--- config.mk ---
export PLATFORM = sky130hd
export DESIGN_NAME = mem_port_arbiter
export DESIGN_NICKNAME = d
export VERILOG_FILES = /design/src/rtl/mem_pkg.sv /design/src/rtl/mem_arb_pick.sv /design/src/rtl/mem_port_arbiter.sv
export SDC_FILE = /design/constraint.sdc
export NUM_CORES = 1
export LEC_CHECK = 0
export BUFFER_PORTS_ARGS = -buffer_cell sky130_fd_sc_hd__buf_2
export CAP_MARGIN = 20
export CORE_MARGIN = 3
export CORE_UTILIZATION = 45
export DETAILED_ROUTE_END_ITERATION = 16
export PLACE_DENSITY = 0.78
export SYNTH_ARGS = -nofsm -noshare
export SYNTH_HDL_FRONTEND = slang
export SYNTH_HIERARCHICAL = 1
export SYNTH_SLANG_ARGS = --single-unit
--- constraint.sdc ---
create_clock -name clk -period 1.97 [get_ports clk]
set_input_delay 0.0985 -clock clk [delete_from_list [all_inputs] [get_ports clk]]
set_output_delay 0.0985 -clock clk [all_outputs]
set_load 0.005 [all_outputs]
--- src/rtl/mem_pkg.sv ---
// Shared types and constants for the memory port arbiter.
package mem_pkg;

  localparam int unsigned MEM_ADDR_W = 8;
  localparam int unsigned MEM_DATA_W = 16;

  typedef enum logic [1:0] {
    ST_IDLE  = 2'd0,
    ST_ISSUE = 2'd1,
    ST_WAIT  = 2'd2,
    ST_RESP  = 2'd3
  } state_e;

  localparam logic PORT_FETCH = 1'b0;
  localparam logic PORT_DATA  = 1'b1;

endpackage

--- src/rtl/mem_arb_pick.sv ---
// Combinational winner selection between fetch and data ports.
// MEM_ARB_RR_EN selects round-robin on conflict; otherwise data has priority.
module mem_arb_pick
  import mem_pkg::*;
(
  input  logic f_req_i,
  input  logic d_req_i,
`ifdef MEM_ARB_RR_EN
  input  logic last_grant_i,
`endif
  output logic grant_vld_o,
  output logic grant_id_o
);

  always_comb begin
    grant_vld_o = f_req_i | d_req_i;
    grant_id_o  = PORT_DATA;
    if (f_req_i && d_req_i) begin
`ifdef MEM_ARB_RR_EN
      grant_id_o = (last_grant_i == PORT_DATA) ? PORT_FETCH : PORT_DATA;
`else
      grant_id_o = PORT_DATA;
`endif
    end else if (f_req_i) begin
      grant_id_o = PORT_FETCH;
    end
  end

endmodule

--- src/rtl/mem_port_arbiter.sv ---
// Shares a single-port memory between instruction fetch and data ports.
// Define MEM_ARB_RR_EN for round-robin arbitration (default: data priority).
module mem_port_arbiter
  import mem_pkg::*;
#(
  parameter int unsigned ADDR_W = MEM_ADDR_W,
  parameter int unsigned DATA_W = MEM_DATA_W
) (
  input  logic              clk,
  input  logic              reset,
  input  logic              f_req,
  input  logic [ADDR_W-1:0] f_addr,
  output logic              f_ready,
  output logic              f_rvalid,
  output logic [DATA_W-1:0] f_rdata,
  input  logic              d_req,
  input  logic              d_we,
  input  logic [ADDR_W-1:0] d_addr,
  input  logic [DATA_W-1:0] d_wdata,
  output logic              d_ready,
  output logic              d_rvalid,
  output logic [DATA_W-1:0] d_rdata,
  output logic              mem_en,
  output logic              mem_we,
  output logic [ADDR_W-1:0] mem_addr,
  output logic [DATA_W-1:0] mem_wdata,
  input  logic [DATA_W-1:0] mem_rdata,
  output logic              busy
);

  state_e              state_q, state_d;
  logic                win_q, win_d;
  logic                mem_en_q, mem_en_d;
  logic                mem_we_q, mem_we_d;
  logic [ADDR_W-1:0]   mem_addr_q, mem_addr_d;
  logic [DATA_W-1:0]   mem_wdata_q, mem_wdata_d;
  logic [DATA_W-1:0]   f_rdata_q, f_rdata_d;
  logic [DATA_W-1:0]   d_rdata_q, d_rdata_d;
  logic                f_rvalid_q, f_rvalid_d;
  logic                d_rvalid_q, d_rvalid_d;
  logic                grant_vld, grant_id, accept;

`ifdef MEM_ARB_RR_EN
  logic last_grant_q, last_grant_d;
`endif

  mem_arb_pick u_pick (
    .f_req_i      (f_req),
    .d_req_i      (d_req),
`ifdef MEM_ARB_RR_EN
    .last_grant_i (last_grant_q),
`endif
    .grant_vld_o  (grant_vld),
    .grant_id_o   (grant_id)
  );

  // Ready is held low while reset is asserted so no request is accepted then.
  assign accept  = (state_q == ST_IDLE) && !reset && grant_vld;
  assign f_ready = accept && (grant_id == PORT_FETCH);
  assign d_ready = accept && (grant_id == PORT_DATA);

  always_comb begin
    state_d     = state_q;
    win_d       = win_q;
    mem_en_d    = 1'b0;
    mem_we_d    = 1'b0;
    mem_addr_d  = mem_addr_q;
    mem_wdata_d = mem_wdata_q;
    f_rdata_d   = f_rdata_q;
    d_rdata_d   = d_rdata_q;
    f_rvalid_d  = 1'b0;
    d_rvalid_d  = 1'b0;
    unique case (state_q)
      ST_IDLE: begin
        if (accept) begin
          win_d       = grant_id;
          mem_en_d    = 1'b1;
          mem_we_d    = (grant_id == PORT_DATA) && d_we;
          mem_addr_d  = (grant_id == PORT_DATA) ? d_addr : f_addr;
          mem_wdata_d = (grant_id == PORT_DATA) ? d_wdata : '0;
          state_d     = ST_ISSUE;
        end
      end
      ST_ISSUE: state_d = mem_we_q ? ST_IDLE : ST_WAIT;
      ST_WAIT: begin
        if (win_q == PORT_DATA) begin
          d_rdata_d  = mem_rdata;
          d_rvalid_d = 1'b1;
        end else begin
          f_rdata_d  = mem_rdata;
          f_rvalid_d = 1'b1;
        end
        state_d = ST_RESP;
      end
      ST_RESP: state_d = ST_IDLE;
      default: state_d = ST_IDLE;
    endcase
  end

`ifdef MEM_ARB_RR_EN
  assign last_grant_d = accept ? grant_id : last_grant_q;
`endif

  always_ff @(posedge clk) begin
    if (reset) begin
      state_q     <= ST_IDLE;
      win_q       <= PORT_FETCH;
      mem_en_q    <= 1'b0;
      mem_we_q    <= 1'b0;
      mem_addr_q  <= '0;
      mem_wdata_q <= '0;
      f_rdata_q   <= '0;
      d_rdata_q   <= '0;
      f_rvalid_q  <= 1'b0;
      d_rvalid_q  <= 1'b0;
`ifdef MEM_ARB_RR_EN
      last_grant_q <= PORT_FETCH;
`endif
    end else begin
      state_q     <= state_d;
      win_q       <= win_d;
      mem_en_q    <= mem_en_d;
      mem_we_q    <= mem_we_d;
      mem_addr_q  <= mem_addr_d;
      mem_wdata_q <= mem_wdata_d;
      f_rdata_q   <= f_rdata_d;
      d_rdata_q   <= d_rdata_d;
      f_rvalid_q  <= f_rvalid_d;
      d_rvalid_q  <= d_rvalid_d;
`ifdef MEM_ARB_RR_EN
      last_grant_q <= last_grant_d;
`endif
    end
  end

  assign mem_en    = mem_en_q;
  assign mem_we    = mem_we_q;
  assign mem_addr  = mem_addr_q;
  assign mem_wdata = mem_wdata_q;
  assign f_rdata   = f_rdata_q;
  assign d_rdata   = d_rdata_q;
  assign f_rvalid  = f_rvalid_q;
  assign d_rvalid  = d_rvalid_q;
  assign busy      = (state_q != ST_IDLE);

endmodule

# ---- Yosys cells after proc, flatten, opt, wreduce, memory -nomap -nowiden
# Index checks and enable logic that the tools add are counted.
dict set report word_totals {
  ff_bits 63
  in_bits 53
  word_cells 45
}
dict set report classes {
  n_eq_ne 4
  n_mux 10
  n_bitwise 6
  n_reduce_logical 15
}
# operator count
set ops {}
lappend ops {{$mux 16} 1}
lappend ops {{$mux 8} 1}
lappend ops {{$pmux 2 s4} 1}
lappend ops {{$logic_and 1x1->1} 6}
lappend ops {{$reduce_and 2->1} 3}
lappend ops {{$mux 1} 5}
lappend ops {{$not 1->1} 5}
lappend ops {{$eq 2x2->1 const B} 2}
lappend ops {{$mux 2} 2}
lappend ops {{$reduce_or 2->1} 2}
lappend ops {{$reduce_or 3->1} 1}
lappend ops {{$eq 2x1->1 const B} 1}
lappend ops {{$logic_not 2->1} 1}
lappend ops {{$ne 2x2->1 const B} 1}
lappend ops {{$reduce_bool 2->1} 1}
lappend ops {{$logic_not 1->1} 1}
lappend ops {{$or 1x1->1} 1}

# ---- Longest topological paths before layout
dict set report logic_depth {
  word_depth 5
  ltp_mapped 7
  ltp_nobuf 5
}

# ---- By module
# Netlist, hierarchy kept.
# mod n_inst cells_per_inst area_per_inst_um2 seq_area_each_um2
set modules_own_cells {}
lappend modules_own_cells {mem_port_arbiter 1 275 2323.5 1261.2}
lappend modules_own_cells {mem_arb_pick 1 2 12.5 0.0}

# ---- Worst setup path before layout
# Ideal clock, no wire load.
dict set report synth_path {
  path_kind {register to register}
  from {reg (tool-made name)}
  to {reg mem_addr_q[6], in the netlist mem_addr[6]}
  setup_time_ps 79
  arrival_time_ps 1467
  required_time_ps 1891
  path_slack_ps 424
  path_stages_with_launch 8
  n_path_buf 3
  synth_period_minus_slack_ps 1546
  cell_sequence {dfxtp_1 buf_6 or4b_4 buf_6 clkinv_4 buf_6 nor2_1 a211oi_2}
}
# item line_no
set synth_rtl {}
lappend synth_rtl {{end signal, assigned} mem_port_arbiter.sv:124} ;# mem_addr_q <= mem_addr_d;
lappend synth_rtl {{end, declared} mem_port_arbiter.sv:35} ;# logic [ADDR_W-1:0] mem_addr_q, mem_addr_d;

==> impl_metrics.ini <==
[finish]
final_layout_size_suffix_gt1_share_pct = 35.5
fin_cells = 470
fillCellCount = 437
antennaDiodeCount = 0
final_nets = 451
syn2layout_area_growth_pct = 39.2
fin_util_pct = 66.6
layout_common_cells = buf_2, nand2_1, dfxtp_1, a21oi_1, nand3_1
layout_commonest_cell = buf_2

[timing]
slew_headroom_pct = 44.5
final-hold-violation-count = 0
max_freq_mhz = 539
period_share_pct = 94.2
rsz0062_at_grt = false
setup_viol = 0
slew_violations = 0
min_period_ns = 1.86
fin_skew_ns = 0.00337
tightestPinTransition_ns = 0.832
tns_ns = 0

[synth]
synth_fp_nets = 330
syn_inst = 277
synth_area_um2 = 2340
postSynthAreaPerCell_um2 = 8.43
yosysWarnings = 6
ys_ff_latch = 63
yosysUniqueCellTypes = 24
ys_seq_area_share_pct = 54.0

[critical_path]
worstSetupPathType = reg -> out
critPathLaunchType = register
cp.arrival_ns = 1.76
cp_data_required_time_ns = 1.87
crit_fanout = 18
crit_chain = or4b_4, buf_4, nor2_1, buf_2
cpPeakStageDelay_ns = 0.61
endpoint_kind = primary output
cpMaxStageDelayCell = or4b_4

[placement]
hpwl_um = 4170
port_buffers = 115
dp.cells = 441
place_congestion = 0.770

[floorplan]
die_area_um2 = 6090
ioPinCount = 116
core-area_um2 = 4880
initial_core_util_pct = 47.9
die_x_um = 78.1
die_height_um = 78.1
rows = 25

[detailed_routing]
wl_um = 6130
vias = 2277
wire_per_inst_um = 13.0
drt_iter0_drc = 107
ant_nets = 0
firstDrtPassIters = 4
viasPerCell = 4.84
drc_errors = 0

[clock_tree]
clock_latency_ns = 0.33
cts_tree = done
cts-buffers-inserted = 9
cts_root_buf = clkbuf_8
htreeDepth = 3
cts_setup_buffers = 0
clk_pin_slew_worst_paths_ns = 0.06
numClockSinks = 63
clk_path_buf_depth = 2

[grt]
grt_max_degree = 62
grt_pass1_vias = 2190
antenna_found_initial = 0
overflow = 0
grt.total_usage_pct = 21.0
grt_pass1_wl_um = 10200

[hold_path]
hp-start = mem_rdata[12]
hold_class = in -> reg

[job]
maxCapViolations = 0

[status]
status = finished clean

[power_and_ir_drop]
leakagePower_uw = 0.00152
report.power.total_uw = 2860
ir_worst_vdd_v = 0.000517
powerDensity_nw_per_um2 = 880
==> metrics by stage <==
step / cell area (um2) / hold WS, ns / setup WS (ns)
6_report: 3250 / 0.0237 / 0.115
5_1_grt: 3250 / 0.0174 / 0.0413
4_1_cts: 3240 / 0.000787 / 0.0399
3_5_place_dp: 2910 / 0.333 / 0.412
3_3_place_gp: 2910 / 0.337 / 0.445
2_1_floorplan: 2340 / 0.234 / 0.424
==> synthesized netlist by cell type <==
cell / number / share of area, %
nand2_1: 82 / 13
dfxtp_1: 63 / 54
a21oi_1: 50 / 11
nand3_1: 16 / 3.4
clkbuf_1: 15 / 2.4
nor2_1: 13 / 2.1
mux2i_1: 8 / 3.4
a211oi_1: 5 / 1.6
buf_6: 5 / 2.4
a211oi_2: 3 / 1.6
buf_2: 3 / 0.64
inv_1: 2 / 0.32
and3_1: 1 / 0.27
and3b_1: 1 / 0.38
clkinv_4: 1 / 0.38
nand2b_1: 1 / 0.27
nand3b_1: 1 / 0.32
nor3_1: 1 / 0.21
nor3b_1: 1 / 0.32
nor3b_2: 1 / 0.54
or2_1: 1 / 0.27
or2_2: 1 / 0.27
or3b_2: 1 / 0.38
or4b_4: 1 / 0.59
==> area by class of cell <==
| class | instances | area, um2 | share of cell area, % |
|---|---|---|---|
| clock buffer | 13 | 169 | 5.19 |
| sequential | 63 | 1260 | 38.8 |
| multi-input combinational | 188 | 931 | 28.6 |
| timing repair buffer | 133 | 743 | 22.9 |
| clock inverter | 3 | 40.0 | 1.23 |
| inverter | 3 | 23.8 | 0.731 |
| tap | 67 | 83.8 | 2.58 |
==> repair_timing <==
action,CTS,global route
setup endpoints to repair,0,1
hold endpoints to repair,14,0
hold buffers,13,0
resized for setup,0,2
==> registers in the layout, summed over array words and instances, names as in the netlist, named ones only <==
name	flops
d_rvalid	1
mem_addr	8
f_rvalid	1
f_rdata	16
mem_en	1
mem_wdata	16
mem_we	1
d_rdata	16
win_q	1
state_q	1
==> final timing paths <==
check / endpoint / slack (ns) / cells past startpoint
max: f_ready / 0.11 / 4
min: f_rdata[12] / 0.02 / 3
max reg2reg: mem_addr[3] / 0.45 / 4
min reg2reg: mem_wdata[1] / 0.45 / 2
==> where the power goes <==
part           internal [uW]  total, uW  switching, uW
sequential              1340       1370           35.9
combinational            163        344            181
clock                    684       1140            459
==> layer usage <==
layer	wire (um)	GRT usage, %	vias up
met4	100	8.39	0
li1	-	-	1153
met2	3130	35.9	57
met1	2590	24.7	1059
met3	311	6.31	8
met5	0	0	-
==> logic make-up (layout without fill, tap and decap cells) <==
family | Yosys count | after routing | synth area share (%)
flip-flops | 63 | 63 | 54.0
AND/OR/NAND/NOR | 122 | 122 | 22.5
AO/OA/AOI/OAI | 58 | 58 | 13.9
buffers and inverters | 26 | 152 | 6.16
multiplexers | 8 | 8 | 3.43
==> critical path, delay by kind of cell (launching register included) <==
| family | cells | cell delay [ns] |
|---|---|---|
| buffers and inverters | 2 | 0.34 |
| flip-flops | 1 | 0.37 |
| AND/OR/NAND/NOR | 2 | 0.71 |
Power figures use the tool's default switching activity.
